`src/rtl/plant_pkg.sv`:
```
// +----------------------------------------------------------------------+
// | plant_pkg                                                            |
// | Q8.8 widths and saturation helpers for the plant emulator datapath.  |
// | Revision: 1.0                                                        |
// +----------------------------------------------------------------------+
`default_nettype none

package plant_pkg;

   localparam int Y_W    = 16;
   localparam int DIFF_W = 17;

   // Clamp a signed 10-bit command sum to the unsigned 8-bit range.
   function automatic logic [7:0] sat8(input logic signed [9:0] s);
      if (s < 10'sd0)
         return 8'h00;
      else if (s > 10'sd255)
         return 8'hFF;
      else
         return s[7:0];
   endfunction

   // Keep the Q8.8 state inside 0.0 .. 255.0.
   function automatic logic [Y_W-1:0] sat_y(input logic signed [Y_W+1:0] v);
      if (v < 18'sd0)
         return 16'h0000;
      else if (v > 18'sh0FF00)
         return 16'hFF00;
      else
         return v[Y_W-1:0];
   endfunction

endpackage

`default_nettype wire

```
`src/rtl/plant_emulator_if.sv`:
```
// +----------------------------------------------------------------------+
// | plant_emulator_if                                                    |
// | Command/feedback bundle between controller and plant emulator.       |
// | Revision: 1.0                                                        |
// +----------------------------------------------------------------------+
`default_nettype none

interface plant_emulator_if;

   logic [7:0] control_signal;
   logic [7:0] disturbance;
   logic       enable;
   logic [7:0] feedback;
   logic       sample_valid;
   logic       pwm_out;
   logic       settled;

   modport master (
      output control_signal, disturbance, enable,
      input  feedback, sample_valid, pwm_out, settled
   );

   modport slave (
      input  control_signal, disturbance, enable,
      output feedback, sample_valid, pwm_out, settled
   );

endinterface

`default_nettype wire

```
`src/rtl/plant_emulator_pwm_gen.sv`:
```
// +----------------------------------------------------------------------+
// | pwm_gen                                                              |
// | 256-cycle PWM; duty is latched at period end so changes never split. |
// | Revision: 1.0                                                        |
// +----------------------------------------------------------------------+
`default_nettype none

module pwm_gen (
   input  logic       clk,
   input  logic       rst_n,
   input  logic [7:0] duty_in,
   output logic       pwm_out
);

   logic [7:0] r_pcnt;
   logic [7:0] r_duty;
   logic       r_pwm;

   always_ff @(posedge clk) begin
      if (!rst_n) begin
         r_pcnt <= 8'h00;
         r_duty <= 8'h00;
         r_pwm  <= 1'b0;
      end else begin
         r_pcnt <= r_pcnt + 8'h01;
         r_pwm  <= (r_pcnt < r_duty);
         if (r_pcnt == 8'hFF)
            r_duty <= duty_in;
      end
   end

   assign pwm_out = r_pwm;

endmodule

`default_nettype wire

```
`src/rtl/plant_emulator.sv`:
```
// +----------------------------------------------------------------------+
// | plant_emulator                                                       |
// | First-order lag plant with disturbance, prescaled update and PWM.    |
// | Revision: 1.0                                                        |
// +----------------------------------------------------------------------+
`default_nettype none

module plant_emulator
   import plant_pkg::*;
#(
   parameter int         DIV      = 16,
   parameter int         SHIFT    = 3,
   parameter logic [7:0] FB_INIT  = 8'h00,
   parameter int         SETTLE_N = 4
) (
   input  logic             clk,
   input  logic             rst_n,
   plant_emulator_if.slave  bus
);

   localparam int              c_PW          = $clog2(DIV);
   localparam int              c_CW          = $clog2(SETTLE_N + 1);
   localparam logic [c_PW-1:0] c_PRESC_MAX   = c_PW'(DIV - 1);
   localparam logic [c_CW-1:0] c_SETTLE_MAX  = c_CW'(SETTLE_N);

   logic [c_PW-1:0]          r_presc;
   logic [Y_W-1:0]           r_y;
   logic [c_CW-1:0]          r_cnt;
   logic                     r_sv;

   logic                     w_tick;
   logic signed [9:0]        w_sum;
   logic [7:0]               w_target;
   logic signed [DIFF_W-1:0] w_diff;
   logic signed [DIFF_W-1:0] w_shift;
   logic signed [DIFF_W-1:0] w_delta;
   logic [Y_W-1:0]           w_y_next;
   logic signed [9:0]        w_err;
   logic                     w_in_band;

   assign w_tick = bus.enable && (r_presc == c_PRESC_MAX);

   always_comb begin
      w_sum    = $signed({2'b00, bus.control_signal})
               + $signed({{2{bus.disturbance[7]}}, bus.disturbance});
      w_target = sat8(w_sum);
      w_diff   = $signed({1'b0, w_target, 8'h00}) - $signed({1'b0, r_y});
      w_shift  = w_diff >>> SHIFT;
      // A nonzero error always moves y by at least one LSB so it lands exactly.
      if ((w_shift == '0) && (w_diff != '0))
         w_delta = w_diff[DIFF_W-1] ? '1 : DIFF_W'(1);
      else
         w_delta = w_shift;
      w_y_next  = sat_y({2'b00, r_y} + {w_delta[DIFF_W-1], w_delta});
      w_err     = $signed({2'b00, w_target}) - $signed({2'b00, w_y_next[Y_W-1:8]});
      w_in_band = (w_err <= 10'sd1) && (w_err >= -10'sd1);
   end

   always_ff @(posedge clk) begin
      if (!rst_n) begin
         r_presc <= '0;
         r_y     <= {FB_INIT, 8'h00};
         r_cnt   <= '0;
         r_sv    <= 1'b0;
      end else begin
         r_sv <= w_tick;
         if (w_tick) begin
            r_presc <= '0;
            r_y     <= w_y_next;
            if (!w_in_band)
               r_cnt <= '0;
            else if (r_cnt != c_SETTLE_MAX)
               r_cnt <= r_cnt + c_CW'(1);
         end else if (bus.enable) begin
            r_presc <= r_presc + c_PW'(1);
         end
      end
   end

   assign bus.feedback     = r_y[Y_W-1:8];
   assign bus.sample_valid = r_sv;
   assign bus.settled      = (r_cnt == c_SETTLE_MAX);

   pwm_gen u_pwm_gen (
      .clk     (clk),
      .rst_n   (rst_n),
      .duty_in (bus.control_signal),
      .pwm_out (bus.pwm_out)
   );

endmodule

`default_nettype wire

```
`src/flat_wrapper.sv`:
```
// flat-port wrapper written by rule: the top's interface ports become plain ports
module plant_emulator_flat import plant_pkg::*;
#(
   parameter int         DIV      = 16,
   parameter int         SHIFT    = 3,
   parameter logic [7:0] FB_INIT  = 8'h00,
   parameter int         SETTLE_N = 4
)
  (clk, rst_n, bus_control_signal, bus_disturbance, bus_enable, bus_feedback, bus_sample_valid, bus_pwm_out, bus_settled);
  plant_emulator_if bus_i ();
  input  logic clk;
  input  logic rst_n;
  input wire logic [$bits(bus_i.control_signal)-1:0] bus_control_signal;
  input wire logic [$bits(bus_i.disturbance)-1:0] bus_disturbance;
  input wire logic [$bits(bus_i.enable)-1:0] bus_enable;
  output wire logic [$bits(bus_i.feedback)-1:0] bus_feedback;
  output wire logic [$bits(bus_i.sample_valid)-1:0] bus_sample_valid;
  output wire logic [$bits(bus_i.pwm_out)-1:0] bus_pwm_out;
  output wire logic [$bits(bus_i.settled)-1:0] bus_settled;
  assign bus_i.control_signal = bus_control_signal;
  assign bus_i.disturbance = bus_disturbance;
  assign bus_i.enable = bus_enable;
  assign bus_feedback = bus_i.feedback;
  assign bus_sample_valid = bus_i.sample_valid;
  assign bus_pwm_out = bus_i.pwm_out;
  assign bus_settled = bus_i.settled;
  plant_emulator #(.DIV(DIV), .SHIFT(SHIFT), .FB_INIT(FB_INIT), .SETTLE_N(SETTLE_N)) u_core (.clk(clk), .rst_n(rst_n), .bus(bus_i));
endmodule
```
`config.mk`:
```
export PLATFORM = sky130hd
export DESIGN_NAME = plant_emulator_flat
export DESIGN_NICKNAME = d
export VERILOG_FILES = /design/src/rtl/plant_pkg.sv /design/src/rtl/plant_emulator_if.sv /design/src/rtl/plant_emulator_pwm_gen.sv /design/src/rtl/plant_emulator.sv /design/src/flat_wrapper.sv
export SDC_FILE = /design/constraint.sdc
export NUM_CORES = 1
export LEC_CHECK = 0
export CAP_MARGIN = 40
export CELL_PAD_IN_SITES_DETAIL_PLACEMENT = 1
export CELL_PAD_IN_SITES_GLOBAL_PLACEMENT = 2
export CORE_AREA = 4 4 132 134
export CTS_BUF_LIST = sky130_fd_sc_hd__clkbuf_4 sky130_fd_sc_hd__clkbuf_8
export DETAILED_ROUTE_END_ITERATION = 10
export DIE_AREA = 0 0 136 138
export GPL_TIMING_DRIVEN = 0
export PLACE_DENSITY_LB_ADDON = 0.1
export SLEW_MARGIN = 20
export SYNTH_ARGS = -nofsm -noshare
export SYNTH_HDL_FRONTEND = slang
export SYNTH_SLANG_ARGS = --single-unit
```
`constraint.sdc`:
```
create_clock -name clk -period 23.5 [get_ports clk]
set_input_delay 4.7 -clock clk [delete_from_list [all_inputs] [get_ports clk]]
set_output_delay 4.7 -clock clk [all_outputs]
set_load 0.05 [all_outputs]
```
* Word level (Yosys, flattened, before mapping)
Index checks and enable logic that the tools add are counted.
** Storage, ports and cells
- Latch bits :: 0
- Logic and storage cells :: 42
- Register bits after elaboration :: 41
- Bits in writable memories :: 0
- ROM bits :: 0
- Output and inout port bits :: 11
- Input port bits :: 19
- Memories :: 0
** Cells by class
- $add $sub $neg :: 7
- Equality and inequality tests :: 5
- Shift-type cells :: 0
- Multiply operators :: 0
- $lt $le $gt $ge :: 7
- Bitwise gates (word level) :: 1
- Divide/modulo/power cells :: 0
- Muxes and demuxes :: 8
- Reductions and logical operators :: 7
** Operator list (count)
- 2-to-1 mux 17 bit :: 2
- 2-to-1 mux 16 bit :: 2
- adder 17 x 17 -> 18 bit :: 1
- greater-than comparator 18 x 17 -> 1 bit (second input constant) :: 1
- < comparator 18 x 1 -> 1 bit (second input constant) :: 1
- logical NOT 17 bit :: 1
- nonzero test 17 bit :: 1
- subtractor 16 x 16 -> 17 bit :: 1
- 2-to-1 mux 8 bit :: 2
- adder 9 x 8 -> 10 bit :: 1
- >= comparator 10 x 1 -> 1 bit (second input constant) :: 1
- greater-than comparator 10 x 9 -> 1 bit (second input constant) :: 1
- <= comparator 10 x 2 -> 1 bit (second input constant) :: 1
- < comparator 10 x 1 -> 1 bit (second input constant) :: 1
- subtractor 8 x 8 -> 9 bit :: 1
- adder 8 x 1 -> 8 bit (second input constant) :: 1
- equality test 8 bit (second input constant) :: 1
- < comparator 8 bit :: 1
- 2-to-1 mux 3 bit :: 2
- adder 4 x 1 -> 4 bit (second input constant) :: 1
- equality test 4 bit (second input constant) :: 1
- adder 3 x 1 -> 3 bit (second input constant) :: 1
- equality test 3 bit (second input constant) :: 1
- logical AND 1 bit :: 3
- 5 further kinds :: 5

* Longest topological paths before layout
Gate-level depths: netlist (run 1).
- Word-level depth :: 17
- Mapped depth :: 48
- Depth with buffers taken out :: 48

* Modules after synthesis
Synthesis (run 1) repeated with hierarchy kept, for this count alone.
** Second synthesis, totals
- Cell total of the unflattened synthesis :: 546
- Area, all modules :: 4306.6 µm²
** Modules (own cells, without submodules)
- plant_emulator :: instances 1, sequential area each 480.5 µm², area an instance 3483.3 µm², cells each 454
- pwm_gen :: instances 1, sequential area each 340.3 µm², area an instance 823.3 µm², cells each 92

* Worst setup path before layout (run 1)
Ideal clock, no wire load.
- Path kind :: in2reg
- Start point :: input bus_disturbance[0]
- End point :: register u_core.r_cnt[2]
- Cell stages on the path :: 43
- Path buffers :: 0
- Data required time :: 23.421 ns
- Path slack :: 9.602 ns
- Data arrival time :: 13.819 ns
- Setup time :: 0.079 ns
- Cell sequence :: ha_1 > inv_1 > fa_1 > nor2b_1 > o31ai_1 > a211oi_1 > nor2_1 > a21oi_1 > nor2_1 > a21o_1 > and2_1 > ha_1 > nand3_1 > a21boi_0 > o21ai_0 > o2111ai_1 > a31oi_1 > nor2_2 > [7 not listed] > or4_1 > or3_1 > o311a_1 > nand4_1 > and3b_1 > o211ai_1 > o21ai_1 > o21ai_0 > ha_1 > and2_1 > a221o_1 > nor2_1 > a21boi_2 > or3b_2 > a2111o_1 > mux2i_1 > o21ai_1 > a211oi_2
** On the way
- Cells in the longest elaborated chain, start to end :: 17
- Elaborated cells between the ends (all ways) :: 23
- Classes of those cells :: add/sub (4); order compare (6); eq/ne (1); mux (7); reduce/logical (5)
** Ends and longest elaborated chain
- from (decl) :: RTL line flat_wrapper.sv:14 : input wire logic [$bits(bus_i.disturbance)-1:0] bus_disturbance;
- adder 9 x 8 -> 10 bit * :: RTL line plant_emulator.sv:45 : + $signed({{2{bus.disturbance[7]}}, bus.disturbance});
- greater-than comparator 10 x 9 -> 1 bit :: RTL line plant_pkg.sv:17 : else if (s > 10'sd255)
- 2-to-1 mux 8 bit :: RTL line plant_pkg.sv:17
- 2-to-1 mux 8 bit * :: RTL line plant_pkg.sv:15 : if (s < 10'sd0)
- subtractor 16 x 16 -> 17 bit :: RTL line plant_emulator.sv:47 : w_diff = $signed({1'b0, w_target, 8'h00}) - $signed({1'b0, r_y});
- logical NOT 17 bit or nonzero test 17 bit (tied branches) :: RTL line plant_emulator.sv:50 : if ((w_shift == '0) && (w_diff != '0))
- logical AND 1 bit :: RTL line plant_emulator.sv:50
- 2-to-1 mux 17 bit :: RTL line plant_emulator.sv:50
- adder 17 x 17 -> 18 bit :: RTL line plant_emulator.sv:54 : w_y_next = sat_y({2'b00, r_y} + {w_delta[DIFF_W-1], w_delta});
- greater-than comparator 18 x 17 -> 1 bit :: RTL line plant_pkg.sv:27 : else if (v > 18'sh0FF00)
- 2-to-1 mux 16 bit :: RTL line plant_pkg.sv:27
- 2-to-1 mux 16 bit :: RTL line plant_pkg.sv:25 : if (v < 18'sd0)
- subtractor 8 x 8 -> 9 bit * :: RTL line plant_emulator.sv:55 : w_err = $signed({2'b00, w_target}) - $signed({2'b00, w_y_next[Y_W-1:8]});
- <= comparator 10 x 2 -> 1 bit or >= comparator 10 x 1 -> 1 bit (tied branches) :: RTL line plant_emulator.sv:56 : w_in_band = (w_err <= 10'sd1) && (w_err >= -10'sd1);
- logical AND 1 bit * :: RTL line plant_emulator.sv:56
- inequality test 2 bit (no line)
- AND reduction 2 bit (no line)
- to (signal assigned) :: RTL line plant_emulator.sv:73 : r_cnt <= r_cnt + c_CW'(1);
- to (decl) :: RTL line plant_emulator.sv:28 : logic [c_CW-1:0] r_cnt;
Every way passes the cells marked *; elsewhere a longest branch is shown, timed or not.
A chain may end at the register's enable or synchronous reset.

* Final worst setup path (run 1)
- Start point :: input bus_control_signal[0]
- End point :: register u_core.r_cnt[2]
** On the way
- Cells in the longest elaborated chain, start to end :: 17
- Elaborated cells between the ends (all ways) :: 23
- Classes of those cells :: add/sub (4); order compare (6); eq/ne (1); mux (7); reduce/logical (5)
** Ends and longest elaborated chain
- from (decl) :: RTL line flat_wrapper.sv:13 : input wire logic [$bits(bus_i.control_signal)-1:0] bus_control_signal;
- adder 9 x 8 -> 10 bit * :: RTL line plant_emulator.sv:45
- greater-than comparator 10 x 9 -> 1 bit :: RTL line plant_pkg.sv:17
- 2-to-1 mux 8 bit :: RTL line plant_pkg.sv:17
- 2-to-1 mux 8 bit * :: RTL line plant_pkg.sv:15
- subtractor 16 x 16 -> 17 bit :: RTL line plant_emulator.sv:47
- logical NOT 17 bit or nonzero test 17 bit (tied branches) :: RTL line plant_emulator.sv:50
- logical AND 1 bit :: RTL line plant_emulator.sv:50
- 2-to-1 mux 17 bit :: RTL line plant_emulator.sv:50
- adder 17 x 17 -> 18 bit :: RTL line plant_emulator.sv:54
- greater-than comparator 18 x 17 -> 1 bit :: RTL line plant_pkg.sv:27
- 2-to-1 mux 16 bit :: RTL line plant_pkg.sv:27
- 2-to-1 mux 16 bit :: RTL line plant_pkg.sv:25
- subtractor 8 x 8 -> 9 bit * :: RTL line plant_emulator.sv:55
- <= comparator 10 x 2 -> 1 bit or >= comparator 10 x 1 -> 1 bit (tied branches) :: RTL line plant_emulator.sv:56
- logical AND 1 bit * :: RTL line plant_emulator.sv:56
- inequality test 2 bit (no line)
- AND reduction 2 bit (no line)
Marks and branches as above.

==> results of run 1 <==
-- report_power, final --
part	total, uW	internal, uW	switching, uW	leakage [uW]
logic	181	74.1	107	0.00153
clock network	62.1	34.6	27.5	0.0000574
registers	71.3	70.4	0.857	0.000331
-- registers in the layout (all words and copies together), names as in the netlist --
| name | count |
|---|---|
| u_core.bus.sample_valid | 1 |
| u_core.r_cnt | 3 |
| u_core.r_presc | 4 |
| u_core.r_y | 16 |
| u_core.u_pwm_gen.pwm_out | 1 |
| u_core.u_pwm_gen.r_duty | 8 |
| u_core.u_pwm_gen.r_pcnt | 8 |
-- metrics by stage --
step / std cells / setup WS, ns / hold WS (ns) / power [uW] / utilization
global route: 760 / 6.08 / 0.506 / 341 / 0.288
global placement: 752 / 6.63 / 0.444 / 254 / 0.281
CTS: 760 / 6.85 / 0.472 / 320 / 0.288
detailed placement: 752 / 6.59 / 0.454 / 255 / 0.281
floorplan: 503 / 9.60 / 0.425 / 207 / -
finish: 760 / 7.12 / 0.463 / 314 / 0.288
-- cell families after synthesis --
logic type	share of synthesized area
AND/OR/NAND/NOR	0.192
AO/OA/AOI/OAI	0.241
adder cells (fa/ha/maj)	0.175
buffers and inverters	0.0543
flip-flops	0.205
XOR/XNOR	0.0830
multiplexers	0.0496
-- synth_stat cells (all sizes together), types with 2 or more instances --
library cell / instances
nor3: 9
a21o: 11
clkbuf: 5
o21bai: 3
nor4: 2
or3: 7
mux2i: 12
nand2: 29
mux2: 7
or4: 5
fa: 2
nand4: 6
nand3: 10
a2111o: 2
o31a: 2
o2111ai: 3
inv: 37
nor2b: 4
and3: 7
nor2: 66
a22o: 8
a31oi: 4
a211oi: 9
xnor2: 24
buf: 8
or2: 3
a2111oi: 3
a21boi: 6
and2: 4
dfxtp: 41
o21a: 14
xor2: 14
a21oi: 26
o21ai: 34
nand2b: 6
ha: 52
a221oi: 2
-- layer usage --
| layer | share of wire | GRT usage |
|---|---|---|
| met5 | 0 | 0 |
| met4 | 0.0073 | 0.0255 |
| met3 | 0.024 | 0.0164 |
| met2 | 0.47 | 0.215 |
| met1 | 0.49 | 0.174 |
-- worst min-delay path by stage --
stage                               startpoint                    endpoint  slack [ns]
floorplan           u_core.u_pwm_gen.r_pcnt[0]  u_core.u_pwm_gen.r_pcnt[0]        0.43
global placement    u_core.u_pwm_gen.r_pcnt[0]  u_core.u_pwm_gen.r_pcnt[0]        0.44
detailed placement  u_core.u_pwm_gen.r_pcnt[0]  u_core.u_pwm_gen.r_pcnt[0]        0.45
CTS                 u_core.u_pwm_gen.r_pcnt[0]  u_core.u_pwm_gen.r_pcnt[0]        0.47
global route        u_core.u_pwm_gen.r_pcnt[0]  u_core.u_pwm_gen.r_pcnt[0]        0.51
finish              u_core.u_pwm_gen.r_pcnt[0]  u_core.u_pwm_gen.r_pcnt[0]        0.46
-- cell type report --
cell class	count	area, um^2	share of cell area
Sequential cell	41	821	0.175
Inverter	37	139	0.0296
Timing Repair Buffer	29	290	0.0618
Tap cell	220	275	0.0586
Clock buffer	6	82.6	0.0176
Buffer	13	78.8	0.0168
Multi-Input combinational cell	412	2970	0.633
Clock inverter	2	37.5	0.00799
-- critical path: cells and delay by family --
family                     cells  cell delay [ns]
AOI/OAI and AO/OA             19             4.70
and+or+nand+nor               14             3.61
buffers and inverters          3             0.80
adders and majority gates      6             2.05
muxes                          2             0.73
==> flow_summary.yaml, run 1 <==
worst_setup_path:
  crit_start: "bus_control_signal[0]"
  crit-reg2reg-launch: "u_core.r_y[1]"
  crit_arrival_ns: 16.61
  start_kind: "primary input"
  cp_slowest_cell: "mux2i_1"
  crit_end: "u_core.r_cnt[2]"
  crit_required_ns: 23.72
  cp_slowest_stage_delay_ns: 0.58
  critPathCaptureType: "flip-flop"
  ff2ff_path_depth: 31
  rrSetupSlack_ns: 13.57
  critPathKind: "in -> reg"
  crit_fanout: 8
  reg2reg_to: "u_core.r_cnt[2]"
timing:
  period_minus_slack_ns: 16.38
  clock-skew-final_ns: 0.0119
  maxSlewHeadroom: 0.575
  drv_slew: 0
  worst-slew-pin-transition_ns: 0.628
  tns_ns: 0
  finalHoldViolCount: 0
  fmax_mhz: 61.0
  report.final.setup_viol: 0
  min_period_over_period: 0.697
  rsz0062_at_grt: "false"
route:
  routed_via_density: 4.83
  postRouteWirelength_um: 12000
  via_count: 3673
  antenna_left: 0
  drtPass1Iterations: 4
  wl_per_cell_um: 15.8
  drt-initial-drc-count: 111
  drcViolationCount: 0
logic_synthesis:
  synth_area_leader_cell: "dfxtp_1"
  synth.area.top_cells: "dfxtp_1, ha_1, nor2_1"
  yosysSeqAreaShare: 0.205
  syn-num-nets: 576
  synth_warnings: 0
  syn_inst: 503
  synth-edff-count: 0
  syn_area_um2: 4010
  async_flop_share: 0
  syn_area_per_cell_um2: 7.97
  synth_top_area_frac: 0.205
  synth_ff_type: "dfxtp_1"
  ys_ff_latch: 41
  synth_cell_types: 62
cts:
  cts_resized: 0
  postCtsHoldBufs: 0
  cts_setup_buffers: 0
  htreeDepth: 2
  clk_latency_ns: 0.30
  numCtsBuffers: 5
  cts.sinks: 41
  clockRootBuffer: "clkbuf_8"
  cts_tree: "done"
  clk_pin_slew_ns: 0.08
  ctsLongestPathBuffers: 2
layout:
  final_common_cell: "nor2_1"
  fillers: 1987
  finish.instance_area_um2: 4700
  drive_above_1_share: 0.0630
  final_cell_mix: "nor2_1, ha_1, dfxtp_1"
  area_growth_syn_to_layout_pct: 17.1
  fin_nets: 612
  antennaDiodeCount: 0
place:
  place_area_um2: 4580
  io_buffers: 29
  hpwl_um: 10200
  finalWeightedCongestion: 0.781
power:
  power_leakage_uw: 0.00192
  ir_drop_mv: 0.0199
  power_density_nw_per_um2: 66.9
die:
  die-area_um2: 18800
  placementRows: 47
  start_util: 0.246
  io_pins: 30
  coreArea_um2: 16300
  die_h_um: 138
  die_x_um: 136
global_route:
  grt_start_max_net_pins: 14
  grt_overflow: 0
  track_usage: 0.127
  antenna_found_initial: 0
  first_global_vias: 3803
  grt_pass1_wl_um: 19400
hold_path:
  whs_path_depth: 1
  hp-class: "reg -> reg"
run_status:
  status: "finished, final reports clean"
run:
  maxCapViolCount: 0
Power figures use the tool's default switching activity.
==> run 2: changes to the inputs <==
==> constraint.sdc (replaced) <==
create_clock -name clk -period 15 [get_ports clk]
set_input_delay 3 -clock clk [delete_from_list [all_inputs] [get_ports clk]]
set_output_delay 3 -clock clk [all_outputs]
set_load 0.05 [all_outputs]
==> flow_summary.yaml, run 2 (synthesis results as in run 1) <==
global_route:
  first_global_vias: 3803
  met3_usage: 0.0164
  grt_pass1_wl_um: 19400
  grt_overflow: 0
  grtUsageMet1: 0.174
  busiest_layer: "met2"
  antenna_found_initial: 0
  track_usage: 0.127
  grt_start_max_net_pins: 14
  grt_use_met2: 0.215
place:
  io_buffers: 29
  hpwl_um: 10200
  place_area_um2: 4580
  finalWeightedCongestion: 0.781
layout:
  final_common_cell: "nor2_1"
  reg_top3: "u_core.r_y x16, u_core.u_pwm_gen.r_duty x8, u_core.u_pwm_gen.r_pcnt x8"
  largest-register: "u_core.r_y"
  final_cell_mix: "nor2_1, ha_1, dfxtp_1"
  finish.instance_area_um2: 4740
  area_growth_syn_to_layout_pct: 18.1
  drive_above_1_share: 0.0776
  largest_reg_flops: 16
  fin_nets: 613
  antennaDiodeCount: 0
cts:
  cts_tree: "done"
  clk_latency_ns: 0.30
  clockRootBuffer: "clkbuf_8"
  clk_pin_slew_ns: 0.08
  ctsLongestPathBuffers: 2
  htreeDepth: 2
  cts.sinks: 41
  postCtsHoldBufs: 0
  numCtsBuffers: 5
die:
  die_h_um: 138
  coreArea_um2: 16300
  start_util: 0.246
  die_x_um: 136
  placementRows: 47
  io_pins: 30
  die-area_um2: 18800
route:
  drtPass1Iterations: 4
  antenna_left: 0
  drcViolationCount: 0
  postRouteWirelength_um: 12100
  wl_per_cell_um: 15.8
  via_count: 3664
  drt-initial-drc-count: 122
  routed_via_density: 4.81
hold_path:
  hp-class: "reg -> reg"
timing:
  min_period_over_period: 0.935
  report.final.setup_viol: 0
  worst-slew-pin-transition_ns: 0.623
  period_minus_slack_ns: 14.03
  finalHoldViolCount: 0
  rsz0062_at_grt: "false"
  fmax_mhz: 71.3
  drv_slew: 0
  maxSlewHeadroom: 0.578
  clock-skew-final_ns: 0.0119
  tns_ns: 0
run_status:
  status: "finished, final reports clean"
worst_setup_path:
  crit_arrival_ns: 14.26
  cp_slowest_cell: "or4_1"
  crit_top_cell: "ha_1"
  start_kind: "primary input"
  critPathCaptureType: "flip-flop"
  cp_slowest_stage_delay_ns: 0.54
  crit_fanout: 8
  critPathKind: "in -> reg"
  crit_required_ns: 15.22
run:
  maxCapViolCount: 0
power:
  total_power_uw: 504
  power_density_nw_per_um2: 106
  power_leakage_uw: 0.00194
  ir_drop_mv: 0.0311
run 2: cell types whose count changed in the layout (fill, tap and decap cells not counted), sizes merged:
cell	change
buf	+1
run 2: what timing repair did:
| action | in CTS | in global routing |
|---|---|---|
| setup endpoints to repair | 0 | 3 |
| buffers inserted | 0 | 1 |
| gates resized for setup | 0 | 9 |
run 2: worst max-delay path, delay by kind of cell:
family          cells  cell delay, ns
simple gates       16            4.15
buf+inv             4            0.98
compound gates     18            3.93
mux                 1            0.14
fa+ha+maj           6            2.04
run 2: power breakdown:
group          internal (uW)  switching (uW)
Sequential               110            1.36
Combinational            121             174
Clock                   54.2            43.0
run 2: worst paths after layout:
path	from	endpoint	slack, ns	cells after the start
worst max register to register	u_core.r_y[1]	u_core.r_cnt[2]	5.58	32
worst min-delay path	u_core.u_pwm_gen.r_pcnt[0]	u_core.u_pwm_gen.r_pcnt[0]	0.46	1
worst max-delay path	bus_control_signal[0]	u_core.r_cnt[2]	0.97	45
worst min register to register	u_core.u_pwm_gen.r_pcnt[0]	u_core.u_pwm_gen.r_pcnt[0]	0.46	1
run 2: metrics by stage:
| stage | std cells | util | setup WS [ns] | hold WS (ns) |
|---|---|---|---|---|
| 2_1_floorplan | 503 | - | 2.80 | 0.425 |
| 3_3_place_gp | 752 | 0.281 | -0.168 | 0.444 |
| 3_5_place_dp | 752 | 0.281 | -0.211 | 0.454 |
| 4_1_cts | 760 | 0.288 | 0.0480 | 0.472 |
| 5_1_grt | 761 | 0.291 | 0.110 | 0.506 |
| 6_report | 761 | 0.291 | 0.969 | 0.463 |
run 2: layer usage:
metal	wire [um]	vias to the layer above
met5	0	-
met4	87	0
met3	257	6
met2	5720	33
met1	6000	1744
li1	-	1881
run 2: cell type report:
class	instances	area, um^2
Multi-Input combinational cell	412	3010
Timing Repair Buffer	30	298
Clock buffer	6	82.6
Fill cell	1985	11600
Clock inverter	2	37.5
Tap cell	220	275
Sequential cell	41	821
Inverter	37	139
Buffer	13	78.8
